### src/rtl/ghash_sched.sv
`default_nettype none
// ghash_sched: drives the 4-slice split_multiplier to compute Y(i) = (Y(i-1) ^ X(i)) * H
// and presents the final accumulator as the tag.  Rev 1.0
module ghash_sched #(
  parameter int DATA__WIDTH = 128,
  parameter int SPLIT_WIDTH = 32
) (
  input  logic                   clk,
  input  logic                   rst,
  input  logic [DATA__WIDTH-1:0] h_i,
  input  logic                   h_load_i,
  input  logic [DATA__WIDTH-1:0] blk_i,
  input  logic                   blk_valid_i,
  input  logic                   blk_last_i,
  output logic                   blk_ready_o,
  output logic [DATA__WIDTH-1:0] tag_o,
  output logic                   tag_valid_o,
  input  logic                   tag_ready_i,
  output logic                   busy_o,
  output logic                   mul_flush_o,
  output logic [SPLIT_WIDTH-1:0] mul_ha_o,
  output logic [SPLIT_WIDTH-1:0] mul_hb_o,
  output logic [SPLIT_WIDTH-1:0] mul_hc_o,
  output logic [SPLIT_WIDTH-1:0] mul_hd_o,
  output logic [DATA__WIDTH-1:0] mul_a_o,
  input  logic [DATA__WIDTH-1:0] mul_i
);

  typedef enum logic [2:0] {
    IDLE  = 3'd0,
    FLUSH = 3'd1,
    SA    = 3'd2,
    SB    = 3'd3,
    SC    = 3'd4,
    SD    = 3'd5,
    CAP   = 3'd6,
    TAG   = 3'd7
  } state_t;

  state_t                 state;
  logic [DATA__WIDTH-1:0] h_key;
  logic [DATA__WIDTH-1:0] y_acc;
  logic [DATA__WIDTH-1:0] x_blk;
  logic                   key_valid;
  logic                   last_blk;
  logic                   ready_q;
  logic                   accept;

  // A key load in the same cycle always wins over a block acceptance.
  assign blk_ready_o = ready_q & ~h_load_i;
  assign accept      = blk_valid_i & blk_ready_o;

  always_ff @(posedge clk or negedge rst) begin
    if (!rst) begin
      state       <= IDLE;
      h_key       <= '0;
      y_acc       <= '0;
      x_blk       <= '0;
      key_valid   <= 1'b0;
      last_blk    <= 1'b0;
      ready_q     <= 1'b0;
      tag_o       <= '0;
      tag_valid_o <= 1'b0;
      busy_o      <= 1'b0;
      mul_flush_o <= 1'b0;
      mul_ha_o    <= '0;
      mul_hb_o    <= '0;
      mul_hc_o    <= '0;
      mul_hd_o    <= '0;
      mul_a_o     <= '0;
    end else begin
      case (state)
        IDLE: begin
          if (h_load_i) begin
            h_key     <= h_i;
            key_valid <= 1'b1;
            ready_q   <= 1'b1;
          end else if (accept) begin
            x_blk       <= blk_i;
            last_blk    <= blk_last_i;
            ready_q     <= 1'b0;
            busy_o      <= 1'b1;
            mul_flush_o <= 1'b1;
            state       <= FLUSH;
          end else begin
            ready_q <= key_valid;
          end
        end
        FLUSH: begin
          mul_flush_o <= 1'b0;
          mul_a_o     <= y_acc ^ x_blk;
          mul_ha_o    <= h_key[4*SPLIT_WIDTH-1 -: SPLIT_WIDTH];
          state       <= SA;
        end
        SA: begin
          mul_a_o  <= '0;
          mul_ha_o <= '0;
          mul_hb_o <= h_key[3*SPLIT_WIDTH-1 -: SPLIT_WIDTH];
          state    <= SB;
        end
        SB: begin
          mul_hb_o <= '0;
          mul_hc_o <= h_key[2*SPLIT_WIDTH-1 -: SPLIT_WIDTH];
          state    <= SC;
        end
        SC: begin
          mul_hc_o <= '0;
          mul_hd_o <= h_key[SPLIT_WIDTH-1 -: SPLIT_WIDTH];
          state    <= SD;
        end
        SD: begin
          mul_hd_o <= '0;
          state    <= CAP;
        end
        CAP: begin
          y_acc <= mul_i;
          if (last_blk) begin
            tag_o       <= mul_i;
            tag_valid_o <= 1'b1;
            state       <= TAG;
          end else begin
            busy_o  <= 1'b0;
            ready_q <= key_valid;
            state   <= IDLE;
          end
        end
        TAG: begin
          // The accumulator restarts from zero for the next message.
          if (tag_ready_i) begin
            tag_o       <= '0;
            tag_valid_o <= 1'b0;
            y_acc       <= '0;
            busy_o      <= 1'b0;
            ready_q     <= key_valid;
            state       <= IDLE;
          end
        end
        default: state <= IDLE;
      endcase
    end
  end

endmodule
`default_nettype wire

### config.mk
export PLATFORM = sky130hd
export DESIGN_NAME = ghash_sched
export DESIGN_NICKNAME = d
export VERILOG_FILES = /design/src/rtl/ghash_sched.sv
export SDC_FILE = /design/constraint.sdc
export NUM_CORES = 1
export LEC_CHECK = 0
export ABC_AREA = 1
export CORE_AREA = 5 5 301 303
export DETAILED_ROUTE_END_ITERATION = 16
export DIE_AREA = 0 0 306 308
export PLACE_DENSITY = 0.65
export SYNTH_ARGS = -nofsm -noshare
export SYNTH_HDL_FRONTEND = slang
export SYNTH_SLANG_ARGS = --single-unit
### constraint.sdc
create_clock -name clk -period 2.1 [get_ports clk]
set_input_delay 0.315 -clock clk [delete_from_list [all_inputs] [get_ports clk]]
set_output_delay 0.315 -clock clk [all_outputs]
set_load 0.02 [all_outputs]
Word level (Yosys, flattened, before mapping). Cells that the tools add are included. Widths: inputs -> output; s select.

Equal/unequal tests: 12. Muxes and demuxes: 27. Bitwise logic cells: 4. Reduce and logical (&&, ||, !) cells: 16.

Operators by type and width (number): $pmux 128 s2 (3); $mux 128 (2); $pmux 32 s2 (4); $xor 128x128->128 (1); $pmux 3 s8 (1); $reduce_and 3->1 (5); $eq 3x3->1 const B (4); $mux 3 (4); $reduce_bool 2->1 (6); $ne 2x2->1 const B (5); $mux 1 (9); $eq 3x2->1 const B (2); $pmux 1 s3 (2); $reduce_and 5->1 (1); $pmux 1 s2 (2); $reduce_and 2->1 (2); $eq 3x1->1 const B (1); $logic_not 3->1 (1); $reduce_bool 3->1 (1); $and 1x1->1 (2); $not 1->1 (1).

Bits in registers: 777. Input port bits: 390. Output and inout port bits: 388. Word-level logic and storage cells: 75.

Logic depth before layout (Yosys ltp).
Word-level depth: 6. Depth in mapped cells: 10. Depth with buffers taken out: 7.

Least setup slack after synthesis. OpenSTA, ideal clock, no wires.

Path kind: reg2reg. Start: register state[1]. End: register mul_a_o[80]. Library setup time: 0.128 ns. Arrival: 1.322 ns. Required time: 1.972 ns. Slack: 0.650 ns. Stages on the path, launching flop included: 11. Buffers on the path: 4. Clock period less this slack: 1.450 ns. Cell sequence: dfrtp_1 > buf_4 > inv_4 > nand3_4 > buf_6 > nand2_1 > inv_2 > buf_6 > buf_6 > nand2_1 > o21ai_0.

Word-level cells in the longest chain between the ends: 2. Elaborated cells on any way between the ends: 4. Those cells by class: 2 x eq/ne; 1 x mux; 1 x reduce/logical.

Ends and longest elaborated chain: from (decl) (RTL line 40) `state_t state;`; from (signal assigned) (RTL line 55) `state <= IDLE;`; from (signal assigned) (RTL line 84) `state <= FLUSH;`; from (signal assigned) (RTL line 93) `state <= SA;`; $eq 3x2->1 or $eq 3x1->1 (tied branches) (RTL line 72) `case (state)`; $pmux 128 s2 or $reduce_bool 2->1 (tied branches); to (signal assigned) (RTL line 91) `mul_a_o <= y_acc ^ x_blk;`; to (decl) (RTL line 25) `output logic [DATA__WIDTH-1:0] mul_a_o,`.

Parallel ways exist; a longest one is shown, timed or not. A chain may end at the register's enable or synchronous reset.

Worst setup path in the final report.
Start: register mul_a_o[56]. End: output port mul_a_o[56].

No word-level cell between the ends.

==> metrics.md <==
| Metric | Value |
|---|---|
| Status | completed |
| Power density cells | 1500 nW/um^2 |
| Final core occ | 0.490 |
| Setup violators final | 0 |
| Max Slew Vio Count | 0 |
| Global-route wire length before repair | 157000 um |
| Syn Area/Cell | 9.50 sq um |
| Synth unique cells | 25 |
| DR pass1 iterations | 8 |
| Post-CTS Repair Setup Buffers | 0 |
| Floorplan row count | 109 |
| Worst Path Arrival | 1.72 ns |
| Min-Delay Startpoint | blk_i[95] |
| Placed cell area | 40000 sq um |
| HP Class | in2reg |
| Power, Total | 64.5 mW |
| Clk buf depth | 3 |
| CTS tree | yes |
| CP Buf/Inv Count | 1 |
| Crit share post-route | 0.967 |
| DR vias/cell | 4.75 |
| Port Buffers | 777 |
| Die width | 306 um |
| All-Layer GR Usage | 0.214 |
| Root Buffer | clkbuf_16 |
| Die Height | 308 um |
| Initial Utilization | 0.347 |
| Worst-case reg-to-reg path depth | 8 |
| RSZ-0062 raised after global routing | false |
| Yosys warns | 0 |
| Fmax | 492 MHz |
| CP Class | reg2out |
| Cts bufs inserted | 85 |
| Die Area | 94200 sq um |
| Std-Cell Core Area | 87700 sq um |
| Reg-to-reg setup timing slack | 0.28 ns |
| Worst r2r src | state[1] |
| Largest net degree at the start of global routing | 103 |
| Worst setup EP type | output port |
| Gpl congestion | 0.862 |
| Cells after DPL | 5049 |
| Slew HR | 0.492 |
| Global route total overflow | 0 |
| Leakage | 20.2 nW |
| Setup TNS | 0 ns |
| Fin Hold WS | 0.217 ns |
| Post-synthesis cell count | 3206 |
| Sequential area share after synthesis | 0.638 |
| Slew @ Worst Pin | 0.762 ns |
| Syn_nets | 3596 |
| P&R area growth vs syn | 41.0% |
| Fraction of layout cells with a size suffix above 1 | 0.0649 |
| CP Launch Type | flop |
| ANT nets after route | 0 |
| Vias in the first global route | 25182 |
| Worst Hold End | x_blk[95] |
| Clock sinks | 777 |
| Hold Vio Cnt, Final | 0 |
| CP required | 1.78 ns |
| Fill cells | 8155 |
| Maximum fanout along the worst path | 2 |
| CP delay by family, top | buffers and inverters |
| Cell count of the worst hold path | 3 |
| Critical R2R Capture | h_key[60] |
| Nets@finish | 4362 |
| Clk pwr share | 0.239 |
| Ports | 778 |
| Routed vias | 24815 |
| Post-route insts no fill | 5220 |
| Worst-Skew Late Latency | 0.63 ns |
| Detailed Route WL | 105000 um |
| WL/cell | 20.1 um |
| Initial antenna violation count | 21 |
| Cell area after layout | 43000 sq um |
| DRC viols | 0 |
| Most frequent cells in the layout | nand2_1 (1214), dfrtp_1 (777), clkdlybuf4s50_1 (770) |
| Internal power | 40.8 mW |
| Sequential Power Share | 0.383 |
| Worst VDD drop | 0.756 mV |
| CTS clk-pin slew, worst paths | 0.06 ns |
| Crit path cell chain | clkdlybuf4s50_1 |
| Slowest cell on crit path | clkdlybuf4s50_1 |
| Most common cell after layout, fill and taps aside | nand2_1 |
| Synthesized cell area | 30500 sq um |
| DP Worst Slack | 0.127 ns |
| CP peak stage delay | 0.66 ns |
| Switching fraction of total power | 0.368 |
| Net switching power | 23.7 mW |
| Comb power frac | 0.377 |
| Final worst path period need | 2.03 ns |
| Skew final | 0.0233 ns |
| Number of H-tree levels | 3 |
| Dpl hpwl | 75200 um |
| Final WS setup | 0.0688 ns |
| Max-cap violations | 0 |
| 1st-iter DRT viols | 2064 |
| Seq cells post-synth | 777 |
## per-layer routing
metal  vias up  share of wire  GRT usage
met3       188          0.069     0.0520
li1      11730              -          -
met4         6          0.040     0.0875
met5         -        0.00037          0
met1     12070           0.41      0.273
met2       821           0.48      0.353
## power groups by stage
stage	registers [mW]	clock network, mW	logic, mW
global placement	24.7	0	24.3
global route	25.4	16.4	26.8
floorplan	27.3	0	10.8
detailed placement	24.8	0	24.7
CTS	24.7	15.8	24.7
finish	24.7	15.4	24.3
## how the worst max path moves through the flow
stage | start | endpoint | slack [ns] | depth (start not counted)
after CTS | mul_a_o[55] | mul_a_o[55] | 0.004 | 1
after global routing | mul_a_o[56] | mul_a_o[56] | 0.01 | 1
after floorplan | state[1] | mul_a_o[80] | 0.65 | 10
after detailed placement | h_load_i | x_blk[23] | 0.13 | 9
final | mul_a_o[56] | mul_a_o[56] | 0.07 | 1
after global placement | h_load_i | x_blk[38] | 0.16 | 8
## cell type report
class	count	area, sq um	area share
inverters	141	547	0.0127
flip-flops and latches	777	19400	0.453
diodes	16	40.0	0.000932
clock buffers	122	2510	0.0584
well taps	1165	1460	0.0339
clock inverters	32	389	0.00906
multi-input cells	2086	9490	0.221
repair buffers	881	9090	0.212
## cell families after synthesis
family | count (synthesis) | synth area share
AND/OR/NAND/NOR | 1556 | 0.207
XOR/XNOR | 128 | 0.0368
AO/OA/AOI/OAI | 402 | 0.0662
flip-flops | 777 | 0.638
buffers and inverters | 343 | 0.0519
## state kept, by name, indices dropped and copies added (netlist names), 3 cells and up
name / count
mul_hd_o: 32
mul_a_o: 128
state: 3
x_blk: 128
mul_ha_o: 32
y_acc: 128
tag_o: 128
mul_hc_o: 32
h_key: 128
mul_hb_o: 32
## what timing repair did
| action | 4_1_cts | 5_1_grt |
|---|---|---|
| resized for setup | 5 | 1 |
| endpoints found under the setup margin | 5 | 1 |
| hold endpoints to repair | 15 | 0 |
| hold buffers | 1 | 0 |
## cells in the mapped netlist
master | number | area share
nand2_2 | 2 | 0.00041
nor2_1 | 1 | 0.00012
xnor2_1 | 128 | 0.037
o21bai_1 | 1 | 0.00025
buf_1 | 13 | 0.0016
a31oi_1 | 1 | 0.00021
buf_6 | 11 | 0.0041
buf_2 | 74 | 0.012
inv_1 | 134 | 0.017
nand2_1 | 1216 | 0.15
buf_4 | 30 | 0.0074
inv_4 | 2 | 0.00041
clkbuf_1 | 73 | 0.0090
dfrtp_1 | 777 | 0.64
nand3_4 | 1 | 0.00057
clkbuf_2 | 1 | 0.00016
inv_2 | 5 | 0.00062
nand4_2 | 1 | 0.00041
nand4_1 | 4 | 0.00082
o21ai_1 | 81 | 0.013
o21a_1 | 1 | 0.00025
nor2_2 | 2 | 0.00041
nor2_4 | 2 | 0.00074
o21ai_0 | 318 | 0.052
nand3_1 | 327 | 0.054
(Power assumes the default switching activity.)
